### src/rtl/mmio_bus_arbiter.sv
// mmio_bus_arbiter
// Shares one MMIO data bus between the core data port (core_*) and the
// DMA/debug port (dma_*). One transaction at a time, round-robin on ties,
// bus signals held stable while waiting for bus_ready, and a hung access is
// completed with an error after TIMEOUT busy cycles.
//
// Ports:
//   clk, rst_n          system clock, async active-low reset
//   core_req/addr/wdata/read   core request (held until core_ack)
//   core_rdata/ack/err         core completion (ack/err one-cycle pulses)
//   dma_*                      same set for the DMA/debug port
//   bus_address/store/read/enable  to the MMIO decoder
//   bus_fetch, bus_ready       read data and completion strobe from slots
//   busy                       high in BUSY or DONE
//   grant_id                   0=core, 1=dma; owner of current/last access
//
// state | meaning
// ------+------------------------------------------------------------
// IDLE  | no transaction; pick a winner when any request is present
// BUSY  | bus_enable high, waiting for bus_ready or timeout
// DONE  | one-cycle ack (and err on timeout) to the granted port
module mmio_bus_arbiter #(
  parameter int unsigned TIMEOUT  = 16,
  parameter logic [31:0] ERR_DATA = 32'h0000_0000
) (
  input  logic        clk,
  input  logic        rst_n,
  input  logic        core_req,
  input  logic [31:0] core_addr,
  input  logic [31:0] core_wdata,
  input  logic        core_read,
  output logic [31:0] core_rdata,
  output logic        core_ack,
  output logic        core_err,
  input  logic        dma_req,
  input  logic [31:0] dma_addr,
  input  logic [31:0] dma_wdata,
  input  logic        dma_read,
  output logic [31:0] dma_rdata,
  output logic        dma_ack,
  output logic        dma_err,
  output logic [31:0] bus_address,
  output logic [31:0] bus_store,
  output logic        bus_read,
  output logic        bus_enable,
  input  logic [31:0] bus_fetch,
  input  logic        bus_ready,
  output logic        busy,
  output logic        grant_id
);

  localparam int unsigned CW = (TIMEOUT < 2) ? 1 : $clog2(TIMEOUT + 1);
  localparam logic [CW-1:0] CNT_LAST = CW'(TIMEOUT - 1);

  typedef enum logic [1:0] {S_IDLE, S_BUSY, S_DONE} state_t;

  state_t        r_state;
  logic [CW-1:0] r_cnt;
  logic          r_last_grant;

  // On a tie the port that did not win last time is served.
  logic w_pick_dma;
  logic w_any_req;
  logic w_timeout;
  logic w_finish;
  logic w_fin_err;
  logic [31:0] w_fin_data;

  assign w_any_req  = core_req | dma_req;
  assign w_pick_dma = dma_req & (~core_req | ~r_last_grant);
  // bus_ready on the final counted cycle wins over the timeout.
  assign w_timeout  = ~bus_ready & (r_cnt == CNT_LAST);
  assign w_finish   = bus_ready | w_timeout;
  assign w_fin_err  = ~bus_ready;
  assign w_fin_data = bus_ready ? (bus_read ? bus_fetch : 32'h0) : ERR_DATA;

  always_ff @(posedge clk or negedge rst_n) begin
    if (!rst_n) begin
      r_state      <= S_IDLE;
      r_cnt        <= '0;
      r_last_grant <= 1'b1;
      bus_address  <= 32'h0;
      bus_store    <= 32'h0;
      bus_read     <= 1'b0;
      bus_enable   <= 1'b0;
      core_rdata   <= 32'h0;
      core_ack     <= 1'b0;
      core_err     <= 1'b0;
      dma_rdata    <= 32'h0;
      dma_ack      <= 1'b0;
      dma_err      <= 1'b0;
      busy         <= 1'b0;
      grant_id     <= 1'b0;
    end else begin
      case (r_state)
        S_IDLE: begin
          if (w_any_req) begin
            bus_address <= w_pick_dma ? dma_addr  : core_addr;
            bus_store   <= w_pick_dma ? dma_wdata : core_wdata;
            bus_read    <= w_pick_dma ? dma_read  : core_read;
            grant_id    <= w_pick_dma;
            r_cnt       <= '0;
            bus_enable  <= 1'b1;
            busy        <= 1'b1;
            r_state     <= S_BUSY;
          end
        end
        S_BUSY: begin
          if (w_finish) begin
            bus_enable <= 1'b0;
            r_state    <= S_DONE;
            if (grant_id) begin
              dma_ack   <= 1'b1;
              dma_err   <= w_fin_err;
              dma_rdata <= w_fin_data;
            end else begin
              core_ack   <= 1'b1;
              core_err   <= w_fin_err;
              core_rdata <= w_fin_data;
            end
          end else begin
            r_cnt <= r_cnt + 1'b1;
          end
        end
        S_DONE: begin
          core_ack     <= 1'b0;
          core_err     <= 1'b0;
          dma_ack      <= 1'b0;
          dma_err      <= 1'b0;
          busy         <= 1'b0;
          r_last_grant <= grant_id;
          r_state      <= S_IDLE;
        end
        default: begin
          bus_enable <= 1'b0;
          busy       <= 1'b0;
          r_state    <= S_IDLE;
        end
      endcase
    end
  end

endmodule

### config.mk
export PLATFORM = sky130hd
export DESIGN_NAME = mmio_bus_arbiter
export DESIGN_NICKNAME = d
export VERILOG_FILES = /design/src/rtl/mmio_bus_arbiter.sv
export SDC_FILE = /design/constraint.sdc
export NUM_CORES = 1
export LEC_CHECK = 0
export CAP_MARGIN = 20
export CORE_MARGIN = 4
export CORE_UTILIZATION = 45
export CTS_CLUSTER_SIZE = 40
export DETAILED_ROUTE_END_ITERATION = 12
export GPL_TIMING_DRIVEN = 1
export PLACE_DENSITY = 0.86
export SKIP_CTS_REPAIR_TIMING = 1
export SYNTH_ARGS = -nofsm -noshare
export SYNTH_HDL_FRONTEND = slang
export SYNTH_SLANG_ARGS = --single-unit
### constraint.sdc
create_clock -name clk -period 4.4 [get_ports clk]
set_clock_uncertainty 0.2 [all_clocks]
set_input_delay 1.32 -clock clk [delete_from_list [all_inputs] [get_ports clk]]
set_output_delay 1.32 -clock clk [all_outputs]
set_load 0.005 [all_outputs]
==> results of run 1 <==
[power groups by stage]
stage	Sequential, mW	Combinational, mW	Clock [mW]
after floorplan	2.37	1.08	0
after global placement	2.34	2.82	0
after detailed placement	2.38	2.89	0
after CTS	2.38	2.92	1.56
after global routing	2.46	3.05	1.62
final	2.37	2.87	1.53
[per-stage QoR]
step,cells,power (mW),utilization [%]
floorplan,448,3.46,-
global placement,909,5.16,69.7
detailed placement,909,5.28,69.7
CTS,941,6.86,74.2
global route,941,7.14,74.2
finish,941,6.77,74.2
[sequential cells by signal (all words and copies together) (netlist names), 2 cells and up]
signal	flops
bus_address	32
bus_store	32
core_rdata	32
dma_rdata	32
r_cnt	5
r_state	2
[cell families (layout without fill, tap and decap cells)]
family / count (synthesis) / in the layout / synth area share, %
AND/OR/NAND/NOR: 50 / 50 / 4.93
adder cells (fa/ha/maj): 2 / 2 / 0.379
XOR/XNOR: 1 / 1 / 0.133
flip-flops: 144 / 144 / 54.6
multiplexers: 198 / 198 / 35.4
AO/OA/AOI/OAI: 15 / 15 / 1.55
buffers and inverters: 38 / 351 / 2.96
[synthesized netlist by cell type, drive strengths merged]
master and count:
mux2 196, dfrtp 143, and3 33, buf 21
inv 9, clkbuf 8, a21o 3, a21oi 3
nor2 3, nor3 3, o21ai 3, ha 2
mux2i 2, nand3 2, nand4 2, o31ai 2
or4 2, a211oi 1, a21boi 1, dfstp 1
nand2b 1, nor2b 1, o22ai 1, o2bb2ai 1
or2 1, or3 1, or4b 1, xnor2 1
[how the worst max path moves through the flow]
stage               slack, ns               to      start
global placement         0.62     dma_rdata[5]  bus_ready
floorplan                1.55  bus_address[13]    dma_req
global route             0.88     dma_rdata[5]  bus_ready
finish                    1.0     dma_rdata[5]  bus_ready
CTS                      1.01     dma_rdata[5]  bus_ready
detailed placement       0.58     dma_rdata[6]  bus_ready
[layout make-up]
cell class                 count  area (um^2)
fill                         908         3640
timing repair buffer         310         3130
multi-input combinational    266         2820
tap                          180          225
sequential                   144         3600
clock buffer                  23          478
clock inverter                 9          154
inverter                       9         33.8
[metal layers]
layer | global-route usage (%) | routed length, um | vias up
met4 | 8.03 | 520 | 0
met3 | 7.30 | 1420 | 34
met1 | 25.7 | 6840 | 2381
met5 | 0 | 0 | -
li1 | - | - | 2216
met2 | 39.5 | 9820 | 188
==> results.sh, run 1 <==
export IMPL_status="finished clean"
export IMPL_final_common_cell="clkdlybuf4s50_1"
export IMPL_dieArea_um2=16700
export IMPL_hold_path_class="reg -> reg"
export IMPL_p_switching_mw=1.85
export IMPL_r2r_end="dma_rdata[5]"
export IMPL_yosysUniqueCellTypes=33
export IMPL_yosysWarnings=0
export IMPL_crit_buf_inv=1
export IMPL_slew_headroom_pct=26.6
export IMPL_final_cell_mix="clkdlybuf4s50_1, mux2_2, dfrtp_1"
export IMPL_p_int_mw=4.92
export IMPL_ff2ff_path_depth=6
export IMPL_hold_path_end="core_ack"
export IMPL_drive_gt1_share_pct=32.1
export IMPL_slowest_stage="or3_2"
export IMPL_cp_end_kind="flip-flop"
export IMPL_htreeDepth=4
export IMPL_grt_pass1_wl_um=29200
export IMPL_cts_root_buf="clkbuf_16"
export IMPL_ys_ff_latch=144
export IMPL_cts_clk_slew_worst_paths_ns=0.06
export IMPL_cp_data_required_time_ns=4.50
export IMPL_antenna_found_initial=0
export IMPL_peakVddDrop_uv=358
export IMPL_path_depth=4
export IMPL_gp_congestion=0.842
export IMPL_drtIter0Drc=255
export IMPL_cp_top_family="simple AND/OR/NAND/NOR gates"
export IMPL_place_worst_setup_slack_ns=0.584
export IMPL_drv_slew=0
export IMPL_worstMarginPinSlew_ns=1.10
export IMPL_grt_max_degree=69
export IMPL_clkLatencyLatePin_ns=0.42
export IMPL_powerDensity_nw_per_um2=648
export IMPL_nNetsFinal=917
export IMPL_startpoint_type="input pin"
export IMPL_synth_area_top_cells="dfrtp_1, mux2_2, mux2_4"
export IMPL_detail_route_vias_per_cell=5.12
export IMPL_fin_hold_ws_ns=0.279
export IMPL_critical_path_class="in -> reg"
export IMPL_syn_area_um2=6600
export IMPL_synth_top_cell_by_area="dfrtp_1"
export IMPL_dieWidth_um=129
export IMPL_initial_core_util_pct=46.8
export IMPL_seq_area_frac_synth_pct=54.6
export IMPL_die_y_um=129
export IMPL_synth_area_per_cell_um2=14.7
export IMPL_clk_path_buf_depth=2
export IMPL_combPwrFrac_pct=42.4
export IMPL_path_cells="clkdlybuf4s50_1 -> nor2_2 -> or3_2 -> mux2_2"
export IMPL_diodes=0
export IMPL_fin_area_um2=10500
export IMPL_netlist_area_leader_share_pct=54.2
export IMPL_num_vias=4819
export IMPL_critPathArrivalTime_ns=3.50
export IMPL_slowest_delay_ns=0.94
export IMPL_finalWorstSetupSlack_ns=0.998
export IMPL_path_max_fanout=33
export IMPL_rsz0062_at_grt="false"
export IMPL_ant_nets=0
export IMPL_port_buffers=302
export IMPL_final_min_clock_period_ns=3.40
export IMPL_fp_coreArea_um2=14100
export IMPL_hold_depth=1
export IMPL_area_growth_pct=58.4
export IMPL_finalSetupViolCount=0
export IMPL_r2r_slack_ns=1.31
export IMPL_r2r_start="r_cnt[0]"
export IMPL_p_clk_share_pct=22.6
export IMPL_cts_tree="built"
export IMPL_p_sw_share_pct=27.4
export IMPL_ios=303
export IMPL_netlist_instances=448
export IMPL_drt_pre_antenna_iters=6
export IMPL_grt_usage_pct=22.5
export IMPL_cts_buffers_inserted=17
export IMPL_synth_fp_nets=617
export IMPL_period_share_pct=77.3
export IMPL_worstHoldStart="core_ack"
export IMPL_grt_ovfl_total=0
export IMPL_grt_pass1_vias=5448
export IMPL_drv_cap=0
export IMPL_fmax_mhz=294
export IMPL_placed_area_um2=9820
export IMPL_post_route_drc_count=0
export IMPL_seq_power_share_pct=35.0
export IMPL_cts_sinks=144
export IMPL_tns_ns=0
export IMPL_wl_per_cell_um=19.8
export IMPL_timing_final_hold_violations=0
export IMPL_wl_um=18600
export IMPL_place_hpwl_um=13600
export IMPL_leakage_nw=4.60
export IMPL_floorplan_rows=43
Note: power is estimated with default switching activity, not from simulation.
==> run 2, diff against run 1 <==
CORE_UTILIZATION = 38   (was 45)
PLACE_DENSITY = 0.78   (was 0.86)
clock period = 3.03 ns   (was 4.4 ns; I/O delays follow)
==> results.sh, run 2 (synthesized netlist as in run 1, its figures left out) <==
export IMPL_finalSetupViolCount=0
export IMPL_slew_headroom_pct=68.1
export IMPL_cts_root_buf="clkbuf_16"
export IMPL_area_growth_pct=59.6
export IMPL_die_y_um=140
export IMPL_detail_route_vias_per_cell=4.91
export IMPL_dieArea_um2=19500
export IMPL_clk_path_buf_depth=2
export IMPL_hold_path_class="in -> async"
export IMPL_timing_final_hold_violations=0
export IMPL_post_route_drc_count=0
export IMPL_rsz0062_at_grt="false"
export IMPL_clkLatencyLatePin_ns=0.41
export IMPL_fp_coreArea_um2=16800
export IMPL_dieWidth_um=140
export IMPL_final_common_cell="clkdlybuf4s50_1"
export IMPL_leakage_nw=4.60
export IMPL_drive_gt1_share_pct=32.7
export IMPL_path_max_fanout=7
export IMPL_ant_nets=0
export IMPL_grt_usage_pct=19.1
export IMPL_nNetsFinal=921
export IMPL_p_clk_share_pct=21.4
export IMPL_wl_per_cell_um=19.1
export IMPL_antenna_found_initial=0
export IMPL_p_total_mw=9.68
export IMPL_p_switching_mw=2.73
export IMPL_num_vias=4838
export IMPL_drt_pre_antenna_iters=4
export IMPL_initial_core_util_pct=39.2
export IMPL_regArea_um2=3600
export IMPL_peakVddDrop_uv=441
export IMPL_slowest_delay_ns=0.61
export IMPL_cts_tree="built"
export IMPL_final_cell_mix="clkdlybuf4s50_1, mux2_2, dfrtp_1"
export IMPL_htreeDepth=4
export IMPL_fmax_mhz=380
export IMPL_grt_pass1_vias=5286
export IMPL_grt_ovfl_total=0
export IMPL_powerDensity_nw_per_um2=919
export IMPL_cp_top_family="buffers and inverters"
export IMPL_worstMarginPinSlew_ns=0.479
export IMPL_ios=303
export IMPL_tns_ns=0
export IMPL_critical_path_class="reg -> out"
export IMPL_p_int_mw=6.95
export IMPL_cts_clk_slew_worst_paths_ns=0.07
export IMPL_finalWorstSetupSlack_ns=0.396
export IMPL_p_sw_share_pct=28.2
export IMPL_drtIter0Drc=146
export IMPL_period_share_pct=86.9
export IMPL_floorplan_rows=47
export IMPL_combPwrFrac_pct=43.2
export IMPL_critPathArrivalTime_ns=1.53
export IMPL_slowest_stage="clkdlybuf4s50_1"
export IMPL_port_buffers=302
export IMPL_grt_pass1_wl_um=29800
export IMPL_cp_data_required_time_ns=1.92
export IMPL_drv_slew=0
export IMPL_drv_cap=0
export IMPL_path_cells="clkdlybuf4s50_1"
export IMPL_cts_buffers_inserted=17
export IMPL_diodes=0
export IMPL_crit_buf_inv=1
export IMPL_gp_congestion=0.889
export IMPL_place_worst_setup_slack_ns=0.0568
export IMPL_multiInputGateArea_um2=2820
export IMPL_status="finished clean"
export IMPL_utilization_pct=62.6
export IMPL_grt_max_degree=60
export IMPL_wl_um=18900
export IMPL_startpoint_type="flip-flop"
export IMPL_seq_power_share_pct=35.4
export IMPL_place_hpwl_um=14000
export IMPL_cts_sinks=144
export IMPL_fillers=1296
export IMPL_cp_end_kind="primary output"
export IMPL_final_min_clock_period_ns=2.63
## run 2: cell count changes in the layout (fill, tap and decap cells not counted), moves of 2 or more
cell       change
buf_12         +3
bufinv_16      -2
clkbuf_1       -2
clkbuf_8       -3
clkinv_4       +4
## run 2: per-layer routing
metal / vias up / part of all wire, % / wire [um] / track usage, %
li1: 2220 / - / - / -
met4: 0 / 3.2 / 596 / 8.16
met3: 31 / 5.9 / 1110 / 4.70
met5: - / 0 / 0 / 0
met1: 2422 / 38 / 7090 / 22.2
met2: 165 / 53 / 10000 / 33.7
## run 2: area by class of cell
type / instances / area share (%)
Clock inverter: 14 / 1.53
Inverter: 9 / 0.321
Tap cell: 220 / 2.61
Multi-Input combinational cell: 266 / 26.8
Clock buffer: 18 / 4.08
Sequential cell: 144 / 34.2
Timing Repair Buffer: 314 / 30.4
## run 2: metrics by stage
stage / area (um^2) / hold WS [ns] / std cells
5_1_grt: 10500 / 0.259 / 985
2_1_floorplan: 6600 / 0.274 / 448
6_report: 10500 / 0.224 / 985
3_5_place_dp: 9940 / 0.276 / 953
3_3_place_gp: 9940 / 0.265 / 953
4_1_cts: 10500 / 0.228 / 985
## run 2: power by group through the flow
stage | logic [mW] | registers (mW) | clock network (mW)
6_report | 4.18 | 3.42 | 2.07
3_3_place_gp | 4.16 | 3.40 | 0
4_1_cts | 4.26 | 3.44 | 2.13
5_1_grt | 4.45 | 3.55 | 2.21
2_1_floorplan | 1.58 | 3.45 | 0
3_5_place_dp | 4.24 | 3.45 | 0
## run 2: worst paths after layout
path | slack (ns) | cells after the start | from | end
worst max-delay path | 0.40 | 1 | grant_id | grant_id
min in group clk | 0.29 | 1 | busy | busy
worst min register to register | 0.29 | 1 | busy | busy
worst max register to register | 0.66 | 7 | r_cnt[0] | dma_rdata[1]
worst min-delay path | 0.22 | 1 | rst_n | core_rdata[24]
max in group asynchronous | 1.52 | 2 | rst_n | bus_store[25]
==> patch (settings of run 2) <==
Encoding of `state_t`: now one-hot (3 bits for 3 states).
--- a/src/rtl/mmio_bus_arbiter.sv
+++ b/src/rtl/mmio_bus_arbiter.sv
@@ -52,7 +52,7 @@
   localparam int unsigned CW = (TIMEOUT < 2) ? 1 : $clog2(TIMEOUT + 1);
   localparam logic [CW-1:0] CNT_LAST = CW'(TIMEOUT - 1);
 
-  typedef enum logic [1:0] {S_IDLE, S_BUSY, S_DONE} state_t;
+  typedef enum logic [2:0] {S_IDLE = 3'b001, S_BUSY = 3'b010, S_DONE = 3'b100} state_t;
 
   state_t        r_state;
   logic [CW-1:0] r_cnt;
Check against the original RTL: same outputs for any inputs over 4 cycles, from zero or initial values and one cycle with rst_n low; so few cycles prove little.
==> patch against run 2 <==
Sequential cell count rose by 1; count of clock-buffer cells in the layout is 1 higher; routed wire length rose by 5.0%; fmax increased by 3.4%; cell area fell by 1.3%; sequential share of layout area grew 0.70 points; synthesized area shrank 2.0%; critical path type unchanged; setup slack improved by 0.087 ns; register-to-register slack got worse by 0.04 ns; power is 2.0% lower; highest routed layer unchanged; die area down 1.9%; first-iteration DRC count is 75% higher.
==> patch: results (changes against run 2) <==
Status
  – Outcome: complete, no violations

Finish
  – Number of diodes: 0 (unchanged)
  – Nets: 998 (+8.4%)
  – Share of cells above drive strength 1: 11.9% (-21 points)

Synth
  – Synth Net Count: 705 (+14%)
  – Synth async-reset ratio: 100% (unchanged)
  – Biggest area contributors in the synthesized netlist: dfrtp_1 (55%), mux2i_1 (10%), a21oi_1 (10%), mux2_2 (7.0%), mux2_1 (4.2%)
  – Count of distinct cell types in the synthesized netlist: 38 (+15%)
  – Most common library cells after synthesis: dfrtp_1 (143), a21oi_1 (130), mux2i_1 (67)
  – Ys Warns: 0 (unchanged)
  – Sequential share of the synthesized area: 56.2% (+1.5 points)

Detailed routing
  – Remaining antenna violation count after routing: 0 (unchanged)
  – Met2 Wirelength: 10,200 um (+1.3%)
  – Routed length on met1: 7690 um (+8.4%)
  – Initial DRC Count: 255 (+75%)
  – Post-DR wirelength/cell: 18.6 um (-2.6%)
  – Highest metal layer with signal wires: met4
  – Number of detailed-route iterations in the first pass: 4 (unchanged)
  – Total length of routed met3 wires: 1460 um (+32%)
  – Via count: 5,431 (+12%)

Placed design
  – Total placed instance area: 0.00977 mm2 (-1.7%)
  – IO buf count: 302 (unchanged)
  – HPWL after DPL: 14,200 um (+1.9%)
  – Final weighted congestion in routability-driven placement: 0.765 (-14%)

Critical path
  – R2r worst-path depth: 7 (unchanged)
  – Largest delay share family, worst path: buffers and inverters
  – Worst r2r dst: dma_rdata[15]
  – Critical path arrival: 1.44 ns (-0.09 ns)
  – Critical path peak fanout: 4 (-3)
  – Critical R2R Launch: r_cnt[0]
  – Worst reg-to-reg setup slack: 0.62 ns (-0.04 ns)
  – Slowest CP cell: clkdlybuf4s50_1
  – Max stage delay on crit path: 0.56 ns (-0.05 ns)

Global routing
  – Wire length of the first global-routing pass: 31,200 um (+4.7%)
  – Maximum number of pins on one net before global-route repair: 67 (+12%)
  – Total global-route track usage: 20.3% (+1.1 points)
  – Global routing met2 resource utilization: 35.2% (+1.5 points)
  – Initial antenna violation count: 0 (unchanged)
  – Global routing met1 resource utilization: 23.1% (+0.93 points)
  – Vias in the first global route: 5,693 (+7.7%)
  – Met3 track demand over resource: 7.35% (+2.7 points)

CTS
  – Largest buffer count on any clock path: 2 (unchanged)
  – CTS H-tree lvls: 4 (unchanged)
  – Root buffer selected by CTS: clkbuf_16
  – Clock Latency Late Sink: 0.42 ns
  – Inserted Clock Buffers: 17 (unchanged)
  – Clock transition time at the flip-flop clock pins of the worst setup and hold paths: 0.06 ns

Pwr
  – Leakage power total: 4.57 nW (-0.71%)
  – Maximum resistive drop on vdd: 0.394 mV (-11%)

Worst hold path
  – Type of the worst min-delay path: in -> async

STA
  – Least-Margin Pin Slew: 0.714 ns (+0.236 ns)
==> patch: metrics by stage <==
stage                     cells  hold WS (ns)  utilization, %  power [mW]  worst slack, ns
after floorplan             536         0.261               -        4.84            0.798
after global placement     1030         0.261            58.7        7.24            0.315
after detailed placement   1030         0.275            58.7        7.32            0.241
after CTS                  1062         0.238            62.4        9.61            0.454
after global routing       1062         0.258            62.4        10.0            0.430
final                      1062         0.230            62.4        9.49            0.483
==> patch: worst max path at each step <==
stage	start	end	slack (ns)	cells after the start
after detailed placement	bus_ready	dma_rdata[15]	0.24	5
after CTS	grant_id	grant_id	0.45	1
after global routing	grant_id	grant_id	0.43	1
after global placement	dma_req	bus_store[27]	0.32	6
final	grant_id	grant_id	0.48	1
after floorplan	dma_req	bus_address[0]	0.80	5
==> patch: cell families after synthesis <==
family / count (synthesis) / share of synthesized area, %
multiplexers: 131 / 21.5
AO/OA/AOI/OAI: 146 / 11.9
XOR/XNOR: 2 / 0.271
buffers and inverters: 51 / 3.99
AND/OR/NAND/NOR: 59 / 5.77
flip-flops: 145 / 56.2
adder cells (fa/ha/maj): 2 / 0.387
==> patch: power by group <==
part / total, mW / internal, mW / switching [mW]
Clock: 2.22 / 1.40 / 0.819
Combinational: 3.97 / 2.34 / 1.63
Sequential: 3.30 / 2.80 / 0.503
Total: 9.49 / 6.54 / 2.95
==> patch: cell type report <==
cell class	instances	area, um2
Clock inverter	13	184
Inverter	6	22.5
Sequential cell	145	3630
Multi-Input combinational cell	340	2600
Fill cell	1333	6250
Tap cell	220	275
Timing Repair Buffer	319	3240
Clock buffer	19	443
